`src/rtl/abuf_rd_ctrl_pkg.sv`:
```
// Shared parameters, width helper and beat/tag types for the accumulation-buffer read path.
package abuf_rd_ctrl_pkg;

    localparam int RES_W     = 16;
    localparam int BATCH     = 2;
    localparam int PE_NUM    = 32;
    localparam int GRP_NUM   = PE_NUM / 4;
    localparam int BUF_DEPTH = 256;

    // Bits needed to index n items; never less than one bit.
    function automatic int bw(input int n);
        return (n <= 2) ? 1 : $clog2(n);
    endfunction

    localparam int GRP_W  = bw(GRP_NUM);
    localparam int ADDR_W = bw(BUF_DEPTH);
    localparam int DATA_W = 4 * BATCH * RES_W;

    typedef enum logic [1:0] {
        IDLE  = 2'd0,
        ISSUE = 2'd1,
        DRAIN = 2'd2
    } rd_state_e;

    typedef struct packed {
        logic [GRP_W-1:0]  grp;
        logic [ADDR_W-1:0] addr;
        logic              last;
    } abuf_tag_t;

    typedef struct packed {
        logic [DATA_W-1:0] data;
        logic [GRP_W-1:0]  grp;
        logic [ADDR_W-1:0] addr;
        logic              last;
    } abuf_beat_t;

    localparam int BEAT_W = $bits(abuf_beat_t);

endpackage

```
`src/rtl/abuf_rd_fifo.sv`:
```
// Synchronous show-ahead FIFO: the head entry is visible on rd_data_o whenever not empty.
module abuf_rd_fifo #(
    parameter int WIDTH = 8,
    parameter int DEPTH = 4,
    localparam int PTR_W = (DEPTH > 1) ? $clog2(DEPTH) : 1,
    localparam int CNT_W = $clog2(DEPTH + 1)
) (
    input  logic             clk_i,
    input  logic             rst_i,
    input  logic             wr_en_i,
    input  logic [WIDTH-1:0] wr_data_i,
    input  logic             rd_en_i,
    output logic [WIDTH-1:0] rd_data_o,
    output logic             empty_o,
    output logic [CNT_W-1:0] count_o
);

    logic [WIDTH-1:0] mem_q [DEPTH];
    logic [PTR_W-1:0] wr_ptr_q;
    logic [PTR_W-1:0] rd_ptr_q;
    logic [CNT_W-1:0] count_q;
    logic             wr_fire_s;
    logic             rd_fire_s;

    assign empty_o   = (count_q == CNT_W'(0));
    assign count_o   = count_q;
    assign rd_data_o = mem_q[rd_ptr_q];
    // Overflow/underflow are refused rather than corrupting state.
    assign wr_fire_s = wr_en_i && (count_q != CNT_W'(DEPTH));
    assign rd_fire_s = rd_en_i && !empty_o;

    // Storage, pointers and occupancy.
    always_ff @(posedge clk_i) begin
        if (rst_i) begin
            for (int i = 0; i < DEPTH; i++) begin
                mem_q[i] <= '0;
            end
            wr_ptr_q <= '0;
            rd_ptr_q <= '0;
            count_q  <= '0;
        end else begin
            if (wr_fire_s) begin
                mem_q[wr_ptr_q] <= wr_data_i;
                wr_ptr_q <= (wr_ptr_q == PTR_W'(DEPTH - 1)) ? PTR_W'(0) : wr_ptr_q + PTR_W'(1);
            end
            if (rd_fire_s) begin
                rd_ptr_q <= (rd_ptr_q == PTR_W'(DEPTH - 1)) ? PTR_W'(0) : rd_ptr_q + PTR_W'(1);
            end
            count_q <= count_q + CNT_W'(wr_fire_s) - CNT_W'(rd_fire_s);
        end
    end

endmodule

```
`src/rtl/abuf_rd_ctrl.sv`:
```
// Sweeps all PE groups/addresses of the accum buffers and streams results out via a skid FIFO.
// Optional stall counter output enabled by defining ABUF_RD_STALL_CNT_EN.
module abuf_rd_ctrl
    import abuf_rd_ctrl_pkg::*;
#(
    parameter int RD_LAT     = 2,
    parameter int FIFO_DEPTH = 4
) (
    input  logic              clk,
    input  logic              rst,
    input  logic              start,
    input  logic [GRP_W-1:0]  grp_last,
    input  logic [ADDR_W-1:0] addr_last,
    output logic              busy,
    output logic              done,
    output logic [GRP_W-1:0]  rd_sel,
    output logic [ADDR_W-1:0] abuf_rd_addr,
    input  logic [DATA_W-1:0] abuf_rd_data,
    output logic [DATA_W-1:0] out_data,
    output logic [GRP_W-1:0]  out_grp,
    output logic [ADDR_W-1:0] out_addr,
    output logic              out_last,
    output logic              out_valid,
`ifdef ABUF_RD_STALL_CNT_EN
    output logic [31:0]       stall_cnt,
`endif
    input  logic              out_ready
);

    localparam int CNT_W = $clog2(FIFO_DEPTH + 1);

    rd_state_e         state_q, state_d;
    logic [GRP_W-1:0]  grp_ctr_q, grp_ctr_d;
    logic [ADDR_W-1:0] addr_ctr_q, addr_ctr_d;
    logic [GRP_W-1:0]  grp_last_q, grp_last_d;
    logic [ADDR_W-1:0] addr_last_q, addr_last_d;
    logic              done_q, done_d;
    logic [RD_LAT-1:0] pipe_vld_q;
    abuf_tag_t         pipe_tag_q [RD_LAT];
    logic              issue_s;
    abuf_tag_t         issue_tag_s;
    logic              is_last_s;
    logic              issue_ok_s;
    abuf_beat_t        fifo_wr_s;
    abuf_beat_t        fifo_head_s;
    logic              fifo_empty_s;
    logic [CNT_W-1:0]  fifo_cnt_s;
    logic              pop_s;

    // The counters are the read address: they hold between issues and step right after one.
    assign rd_sel       = grp_ctr_q;
    assign abuf_rd_addr = addr_ctr_q;
    assign busy         = (state_q != IDLE);
    assign done         = done_q;

    // Every read in the pipe already owns a FIFO slot, so the FIFO cannot overflow.
    assign issue_ok_s = ($countones(pipe_vld_q) + int'(fifo_cnt_s)) < FIFO_DEPTH;
    assign is_last_s  = (grp_ctr_q == grp_last_q) && (addr_ctr_q == addr_last_q);

    assign fifo_wr_s = '{data: abuf_rd_data,
                         grp:  pipe_tag_q[RD_LAT-1].grp,
                         addr: pipe_tag_q[RD_LAT-1].addr,
                         last: pipe_tag_q[RD_LAT-1].last};

    assign out_valid = !fifo_empty_s;
    assign out_data  = fifo_head_s.data;
    assign out_grp   = fifo_head_s.grp;
    assign out_addr  = fifo_head_s.addr;
    assign out_last  = fifo_head_s.last;
    assign pop_s     = out_valid && out_ready;

    // Sweep sequencing: address is the inner loop, group the outer loop.
    always_comb begin
        state_d     = state_q;
        grp_ctr_d   = grp_ctr_q;
        addr_ctr_d  = addr_ctr_q;
        grp_last_d  = grp_last_q;
        addr_last_d = addr_last_q;
        done_d      = 1'b0;
        issue_s     = 1'b0;
        issue_tag_s = '0;
        case (state_q)
            IDLE: begin
                if (start && !done_q) begin
                    grp_last_d  = grp_last;
                    addr_last_d = addr_last;
                    grp_ctr_d   = '0;
                    addr_ctr_d  = '0;
                    state_d     = ISSUE;
                end else begin
                    state_d = IDLE;
                end
            end
            ISSUE: begin
                if (issue_ok_s) begin
                    issue_s     = 1'b1;
                    issue_tag_s = '{grp: grp_ctr_q, addr: addr_ctr_q, last: is_last_s};
                    if (is_last_s) begin
                        state_d = DRAIN;
                    end else if (addr_ctr_q == addr_last_q) begin
                        addr_ctr_d = '0;
                        grp_ctr_d  = grp_ctr_q + GRP_W'(1);
                    end else begin
                        addr_ctr_d = addr_ctr_q + ADDR_W'(1);
                    end
                end else begin
                    state_d = ISSUE;
                end
            end
            DRAIN: begin
                if (pop_s && fifo_head_s.last && (pipe_vld_q == '0)) begin
                    done_d  = 1'b1;
                    state_d = IDLE;
                end else begin
                    state_d = DRAIN;
                end
            end
            default: begin
                state_d = IDLE;
            end
        endcase
    end

    // State, counters and the read-latency tag pipe.
    always_ff @(posedge clk) begin
        if (rst) begin
            state_q     <= IDLE;
            grp_ctr_q   <= '0;
            addr_ctr_q  <= '0;
            grp_last_q  <= '0;
            addr_last_q <= '0;
            done_q      <= 1'b0;
            pipe_vld_q  <= '0;
            for (int i = 0; i < RD_LAT; i++) begin
                pipe_tag_q[i] <= '0;
            end
        end else begin
            state_q       <= state_d;
            grp_ctr_q     <= grp_ctr_d;
            addr_ctr_q    <= addr_ctr_d;
            grp_last_q    <= grp_last_d;
            addr_last_q   <= addr_last_d;
            done_q        <= done_d;
            pipe_vld_q[0] <= issue_s;
            pipe_tag_q[0] <= issue_tag_s;
            for (int i = 1; i < RD_LAT; i++) begin
                pipe_vld_q[i] <= pipe_vld_q[i-1];
                pipe_tag_q[i] <= pipe_tag_q[i-1];
            end
        end
    end

    abuf_rd_fifo #(
        .WIDTH (BEAT_W),
        .DEPTH (FIFO_DEPTH)
    ) u_fifo (
        .clk_i     (clk),
        .rst_i     (rst),
        .wr_en_i   (pipe_vld_q[RD_LAT-1]),
        .wr_data_i (fifo_wr_s),
        .rd_en_i   (pop_s),
        .rd_data_o (fifo_head_s),
        .empty_o   (fifo_empty_s),
        .count_o   (fifo_cnt_s)
    );

`ifdef ABUF_RD_STALL_CNT_EN
    logic [31:0] stall_cnt_q;

    assign stall_cnt = stall_cnt_q;

    // Backpressure cycles seen during the current sweep, saturating.
    always_ff @(posedge clk) begin
        if (rst) begin
            stall_cnt_q <= 32'd0;
        end else if ((state_q == IDLE) && start && !done_q) begin
            stall_cnt_q <= 32'd0;
        end else if (out_valid && !out_ready && (stall_cnt_q != 32'hFFFF_FFFF)) begin
            stall_cnt_q <= stall_cnt_q + 32'd1;
        end
    end
`endif

endmodule

```
`config.mk`:
```
export PLATFORM = sky130hd
export DESIGN_NAME = abuf_rd_ctrl
export DESIGN_NICKNAME = d
export VERILOG_FILES = /design/src/rtl/abuf_rd_ctrl_pkg.sv /design/src/rtl/abuf_rd_fifo.sv /design/src/rtl/abuf_rd_ctrl.sv
export SDC_FILE = /design/constraint.sdc
export NUM_CORES = 1
export LEC_CHECK = 0
export ABC_AREA = 1
export CAP_MARGIN = 15
export CELL_PAD_IN_SITES_DETAIL_PLACEMENT = 1
export CELL_PAD_IN_SITES_GLOBAL_PLACEMENT = 2
export CORE_MARGIN = 3
export CORE_UTILIZATION = 39
export DETAILED_ROUTE_END_ITERATION = 8
export PLACE_DENSITY_LB_ADDON = 0.1
export SLEW_MARGIN = 20
export SYNTH_ARGS = -nofsm -noshare
export SYNTH_HDL_FRONTEND = slang
export SYNTH_SLANG_ARGS = --single-unit
```
`constraint.sdc`:
```
create_clock -name clk -period 41 [get_ports clk]
set_input_delay 8.2 -clock clk [delete_from_list [all_inputs] [get_ports clk]]
set_output_delay 8.2 -clock clk [all_outputs]
set_load 0.05 [all_outputs]
```
==> impl_results.html <==
<table>
<tr><th>Metric</th><th>Value</th></tr>
<tr><th colspan="2">Routing</th></tr>
<tr><td>Detail Route Antenna Nets</td><td>0</td></tr>
<tr><td>Vias per cell</td><td>5.20</td></tr>
<tr><td>Aggregate routed wire length</td><td>77.8 mm</td></tr>
<tr><td>Via total after detailed routing</td><td>18,883</td></tr>
<tr><td>Violation count after the first detailed-routing iteration</td><td>1,185</td></tr>
<tr><td>Routed wirelength normalized by instance count</td><td>21.4 µm</td></tr>
<tr><td>Pre-Repair DR Iteration Count</td><td>5</td></tr>
<tr><td>Number of DRC violations after detailed routing</td><td>0</td></tr>
<tr><th colspan="2">Yosys</th></tr>
<tr><td>Most numerous cell in the Yosys netlist</td><td>sky130_fd_sc_hd__nor2_1</td></tr>
<tr><td>Number of cells produced by synthesis</td><td>2,481</td></tr>
<tr><td>Post-synthesis compound-gate area fraction</td><td>9.47%</td></tr>
<tr><td>Fraction of synthesized cell area taken by the top area cell type</td><td>64.3%</td></tr>
<tr><td>Synth unique cells</td><td>32</td></tr>
<tr><td>Cell type with the highest aggregate area in the netlist</td><td>sky130_fd_sc_hd__edfxtp_1</td></tr>
<tr><td>Flip-flop and latch count after synthesis</td><td>620</td></tr>
<tr><td>Number of warnings printed during yosys synthesis</td><td>0</td></tr>
<tr><td>Most area-consuming cells after synthesis</td><td>sky130_fd_sc_hd__edfxtp_1, sky130_fd_sc_hd__nor2_1, sky130_fd_sc_hd__o21ai_0</td></tr>
<tr><td>Cell types with the highest counts after synthesis</td><td>sky130_fd_sc_hd__nor2_1, sky130_fd_sc_hd__edfxtp_1, sky130_fd_sc_hd__o21ai_0</td></tr>
<tr><td>Simple-gate portion of the synthesized area</td><td>15.0%</td></tr>
<tr><td>Predominant post-synthesis flop cell</td><td>sky130_fd_sc_hd__edfxtp_1</td></tr>
<tr><td>Post-synthesis xor/xnor area fraction</td><td>0.234%</td></tr>
<tr><td>Syn_nets</td><td>2,633</td></tr>
<tr><td>Sequential fraction of the synthesis area</td><td>68.9%</td></tr>
<tr><td>Post-synthesis share of cell area spent on full adders, half adders and majority gates</td><td>0.459%</td></tr>
<tr><td>Share of synthesized area spent on multiplexers</td><td>0%</td></tr>
<tr><td>Post-synthesis async set-or-reset flop share</td><td>0%</td></tr>
<tr><td>Post-synth design cell area</td><td>26,200 µm²</td></tr>
<tr><td>Synthesized area per cell</td><td>10.5 µm²</td></tr>
<tr><td>Largest family of logic cells by synthesized area</td><td>simple AND/OR/NAND/NOR gates</td></tr>
<tr><td>Number of enable flip-flop cells after synthesis</td><td>560</td></tr>
<tr><th colspan="2">CTS</th></tr>
<tr><td>Reg clk slew, reported paths</td><td>60 ps</td></tr>
<tr><td>Number of buffers added for setup after CTS</td><td>0</td></tr>
<tr><td>Number of buffers created by CTS</td><td>71</td></tr>
<tr><td>H-tree level count</td><td>3</td></tr>
<tr><td>Hold-fix buffers at CTS</td><td>0</td></tr>
<tr><td>Clock Tree Buf Depth</td><td>3</td></tr>
<tr><td>Total clock sinks</td><td>620</td></tr>
<tr><td>CTS tree</td><td>yes</td></tr>
<tr><td>Clk Latency, worst-skew pair</td><td>590 ps</td></tr>
<tr><td>Count of instances resized after the clock tree is built</td><td>0</td></tr>
<tr><td>CTS root buffer</td><td>sky130_fd_sc_hd__clkbuf_16</td></tr>
<tr><th colspan="2">Critical path</th></tr>
<tr><td>Crit. End Element</td><td>output pin</td></tr>
<tr><td>Critical path cell sequence</td><td>inv_4, buf_4, o21ai_0, o22ai_1, clkdlybuf4s50_1</td></tr>
<tr><td>Cell type of the slowest stage on the worst timing path</td><td>sky130_fd_sc_hd__buf_4</td></tr>
<tr><td>Count of buffer and inverter cells on the critical path</td><td>3</td></tr>
<tr><td>Slowest cell delay on critical path</td><td>930 ps</td></tr>
<tr><td>Kind of launch point of the worst setup path</td><td>flop</td></tr>
<tr><td>Data required time of the worst path</td><td>32,800 ps</td></tr>
<tr><td>Peak fanout along the critical path</td><td>91</td></tr>
<tr><td>Family with the most delay on the worst path</td><td>buffers and inverters</td></tr>
<tr><td>Data arrival time of the critical path</td><td>4490 ps</td></tr>
<tr><td>Class of the most critical setup path</td><td>flop to output pin</td></tr>
<tr><th colspan="2">STA</th></tr>
<tr><td>Setup TNS</td><td>0 ps</td></tr>
<tr><td>Pin slew with the least headroom to its limit</td><td>1120 ps</td></tr>
<tr><td>Final clock period utilization by the worst path</td><td>31.0%</td></tr>
<tr><td>Max transition margin</td><td>25.2%</td></tr>
<tr><td>Unrepaired setup endpoints after global routing</td><td>no</td></tr>
<tr><td>Worst clock skew</td><td>15.8 ps</td></tr>
<tr><td>Total count of hold-check failures in the final report</td><td>0</td></tr>
<tr><td>Min Tclk post-route</td><td>12,690 ps</td></tr>
<tr><td>Max Clock Freq</td><td>78.8 MHz</td></tr>
<tr><td>Setup-violating endpoint count in the final report</td><td>0</td></tr>
<tr><td>Number of max-slew violations in the final report</td><td>0</td></tr>
<tr><td>Final hold slack</td><td>398 ps</td></tr>
<tr><th colspan="2">Power and ir drop</th></tr>
<tr><td>Share of power burned in registers</td><td>36.5%</td></tr>
<tr><td>Overall power consumption</td><td>2.10 mW</td></tr>
<tr><td>Part of the total power dissipated in combinational logic</td><td>34.8%</td></tr>
<tr><td>Reported leakage power</td><td>12.3 nW</td></tr>
<tr><td>Peak VDD IR</td><td>0.0000405 V</td></tr>
<tr><td>Switching share of total power</td><td>38.2%</td></tr>
<tr><td>Total power density per cell area</td><td>65.7 nW/µm²</td></tr>
<tr><td>Fraction of power consumed by the clock network</td><td>28.7%</td></tr>
<tr><td>Total internal power</td><td>1.30 mW</td></tr>
<tr><td>Switching pwr</td><td>0.801 mW</td></tr>
<tr><th colspan="2">Floorplan</th></tr>
<tr><td>Top-Level Pins</td><td>297</td></tr>
<tr><td>Total Die Area</td><td>70,200 µm²</td></tr>
<tr><td>CORE AREA</td><td>66,100 µm²</td></tr>
<tr><td>Die Width</td><td>265 µm</td></tr>
<tr><td>Initial cell density of the core</td><td>39.6%</td></tr>
<tr><td>Die height</td><td>265 µm</td></tr>
<tr><td>Number of rows created at floorplan</td><td>94</td></tr>
<tr><th colspan="2">Global route</th></tr>
<tr><td>First-pass GRT wire length</td><td>120 mm</td></tr>
<tr><td>Number of global-route vias before repair</td><td>20,800</td></tr>
<tr><td>Antenna violations before repair</td><td>5</td></tr>
<tr><td>GR Overflow Total</td><td>0</td></tr>
<tr><td>Pin count of the biggest net entering global routing</td><td>178</td></tr>
<tr><td>Overall track demand over capacity in global routing</td><td>22.1%</td></tr>
<tr><th colspan="2">Outcome</th></tr>
<tr><td>Result of the run</td><td>finished, final reports clean</td></tr>
<tr><th colspan="2">Layout</th></tr>
<tr><td>Multi-input gate area in the final layout</td><td>6630 µm²</td></tr>
<tr><td>Layout overhead on the synthesized area</td><td>21.9%</td></tr>
<tr><td>Fraction of final layout cells with drive strength greater than 1</td><td>5.18%</td></tr>
<tr><td>Flip-flop and latch area</td><td>18,000 µm²</td></tr>
<tr><td>Fill cells</td><td>7,161</td></tr>
<tr><td>Net count of the finished layout</td><td>2,864</td></tr>
<tr><td>Utilization of the core after routing</td><td>48.3%</td></tr>
<tr><th colspan="2">Flow run</th></tr>
<tr><td>Number of max-cap violations</td><td>0</td></tr>
<tr><th colspan="2">Placed design</th></tr>
<tr><td>GP Congestion</td><td>0.754</td></tr>
<tr><td>Quantity of I/O buffers inserted on ports</td><td>296</td></tr>
<tr><td>HPWL Detailed</td><td>42.4 mm</td></tr>
<tr><th colspan="2">Min path</th></tr>
<tr><td>Worst hold path type</td><td>flop to flop</td></tr>
</table>
==> layer usage <==
layer / GRT usage, % / vias up / part of all wire [%]
li1: - / 8816 / -
met1: 28.4 / 9598 / 43
met2: 38.9 / 371 / 50
met3: 3.13 / 98 / 4.0
met4: 6.59 / 0 / 2.3
met5: 0 / - / 0
==> per-stage QoR <==
step                      setup WS, ps  instance area [µm²]  instances
after floorplan                  22060                26200       2481
after global placement           28080                29700       3500
after detailed placement         28150                29700       3500
after CTS                        28030                31800       3622
after global routing             28120                31900       3630
final                            28310                31900       3630
==> cells in the final DEF, fill, tap and decap left out, types with 23 or more instances in the layout <==
master                            count
sky130_fd_sc_hd__inv_1              199
sky130_fd_sc_hd__clkdlybuf4s50_1    296
sky130_fd_sc_hd__o21ai_0            294
sky130_fd_sc_hd__edfxtp_1           560
sky130_fd_sc_hd__nor2_1             902
sky130_fd_sc_hd__o22ai_1            140
sky130_fd_sc_hd__dfxtp_1             58
sky130_fd_sc_hd__nand2_1             71
sky130_fd_sc_hd__clkbuf_16           73
sky130_fd_sc_hd__clkbuf_1            23
==> final cells by class <==
class	count	area share, %
Clock buffer	98	6.08
Multi-Input combinational cell	1490	20.8
Sequential cell	620	56.5
Antenna cell	5	0.0392
Clock inverter	24	0.694
Inverter	211	2.53
Timing Repair Buffer	318	10.0
Tap cell	864	3.39
==> cells by family (layout without fill, tap and decap cells) <==
kind of cell / after synthesis / after routing
AOI/OAI and AO/OA: 456 / 456
xor gates and xnor gates: 7 / 7
adders and majority gates: 9 / 9
buffers and inverters: 371 / 651
DFF: 620 / 620
other: 0 / 5
and+or+nand+nor: 1018 / 1018
==> path summary, 6_finish.rpt <==
check | to | slack (ps) | cells after the start | from
max reg2reg | u_fifo.mem_q[1][111] | 36410 | 10 | u_fifo.count_o[1]
min reg2reg | pipe_tag_q[0][15] | 400 | 2 | pipe_tag_q[0][3]
max | out_addr[5] | 28310 | 5 | flop
min | pipe_tag_q[0][15] | 400 | 2 | pipe_tag_q[0][3]
==> flip-flops by register name, summed over array words and instances, names as in the netlist, named ones only <==
| name | flops |
|---|---|
| grp_last_q | 3 |
| done | 1 |
| addr_last_q | 8 |
| rd_sel | 3 |
| u_fifo.mem_q | 560 |
| pipe_tag_q | 24 |
| u_fifo.wr_ptr_q | 2 |
| abuf_rd_addr | 8 |
| u_fifo.rd_ptr_q | 2 |
| u_fifo.count_o | 3 |
| pipe_vld_q | 2 |
| state_q | 2 |
==> power by group through the flow <==
stage / Clock, mW / Combinational (mW) / Sequential [mW]
4_1_cts: 0.616 / 0.738 / 0.766
3_3_place_gp: 0 / 0.728 / 0.776
2_1_floorplan: 0 / 0.472 / 0.771
5_1_grt: 0.642 / 0.776 / 0.771
6_report: 0.602 / 0.729 / 0.765
3_5_place_dp: 0 / 0.735 / 0.779
==> tightest hold or removal path, cell delays in order (launching register included) <==
cell	delay, ps
sky130_fd_sc_hd__dfxtp_1	290
sky130_fd_sc_hd__inv_1	40
sky130_fd_sc_hd__nor2_1	30
No activity file was read; power rests on OpenSTA's default activity.
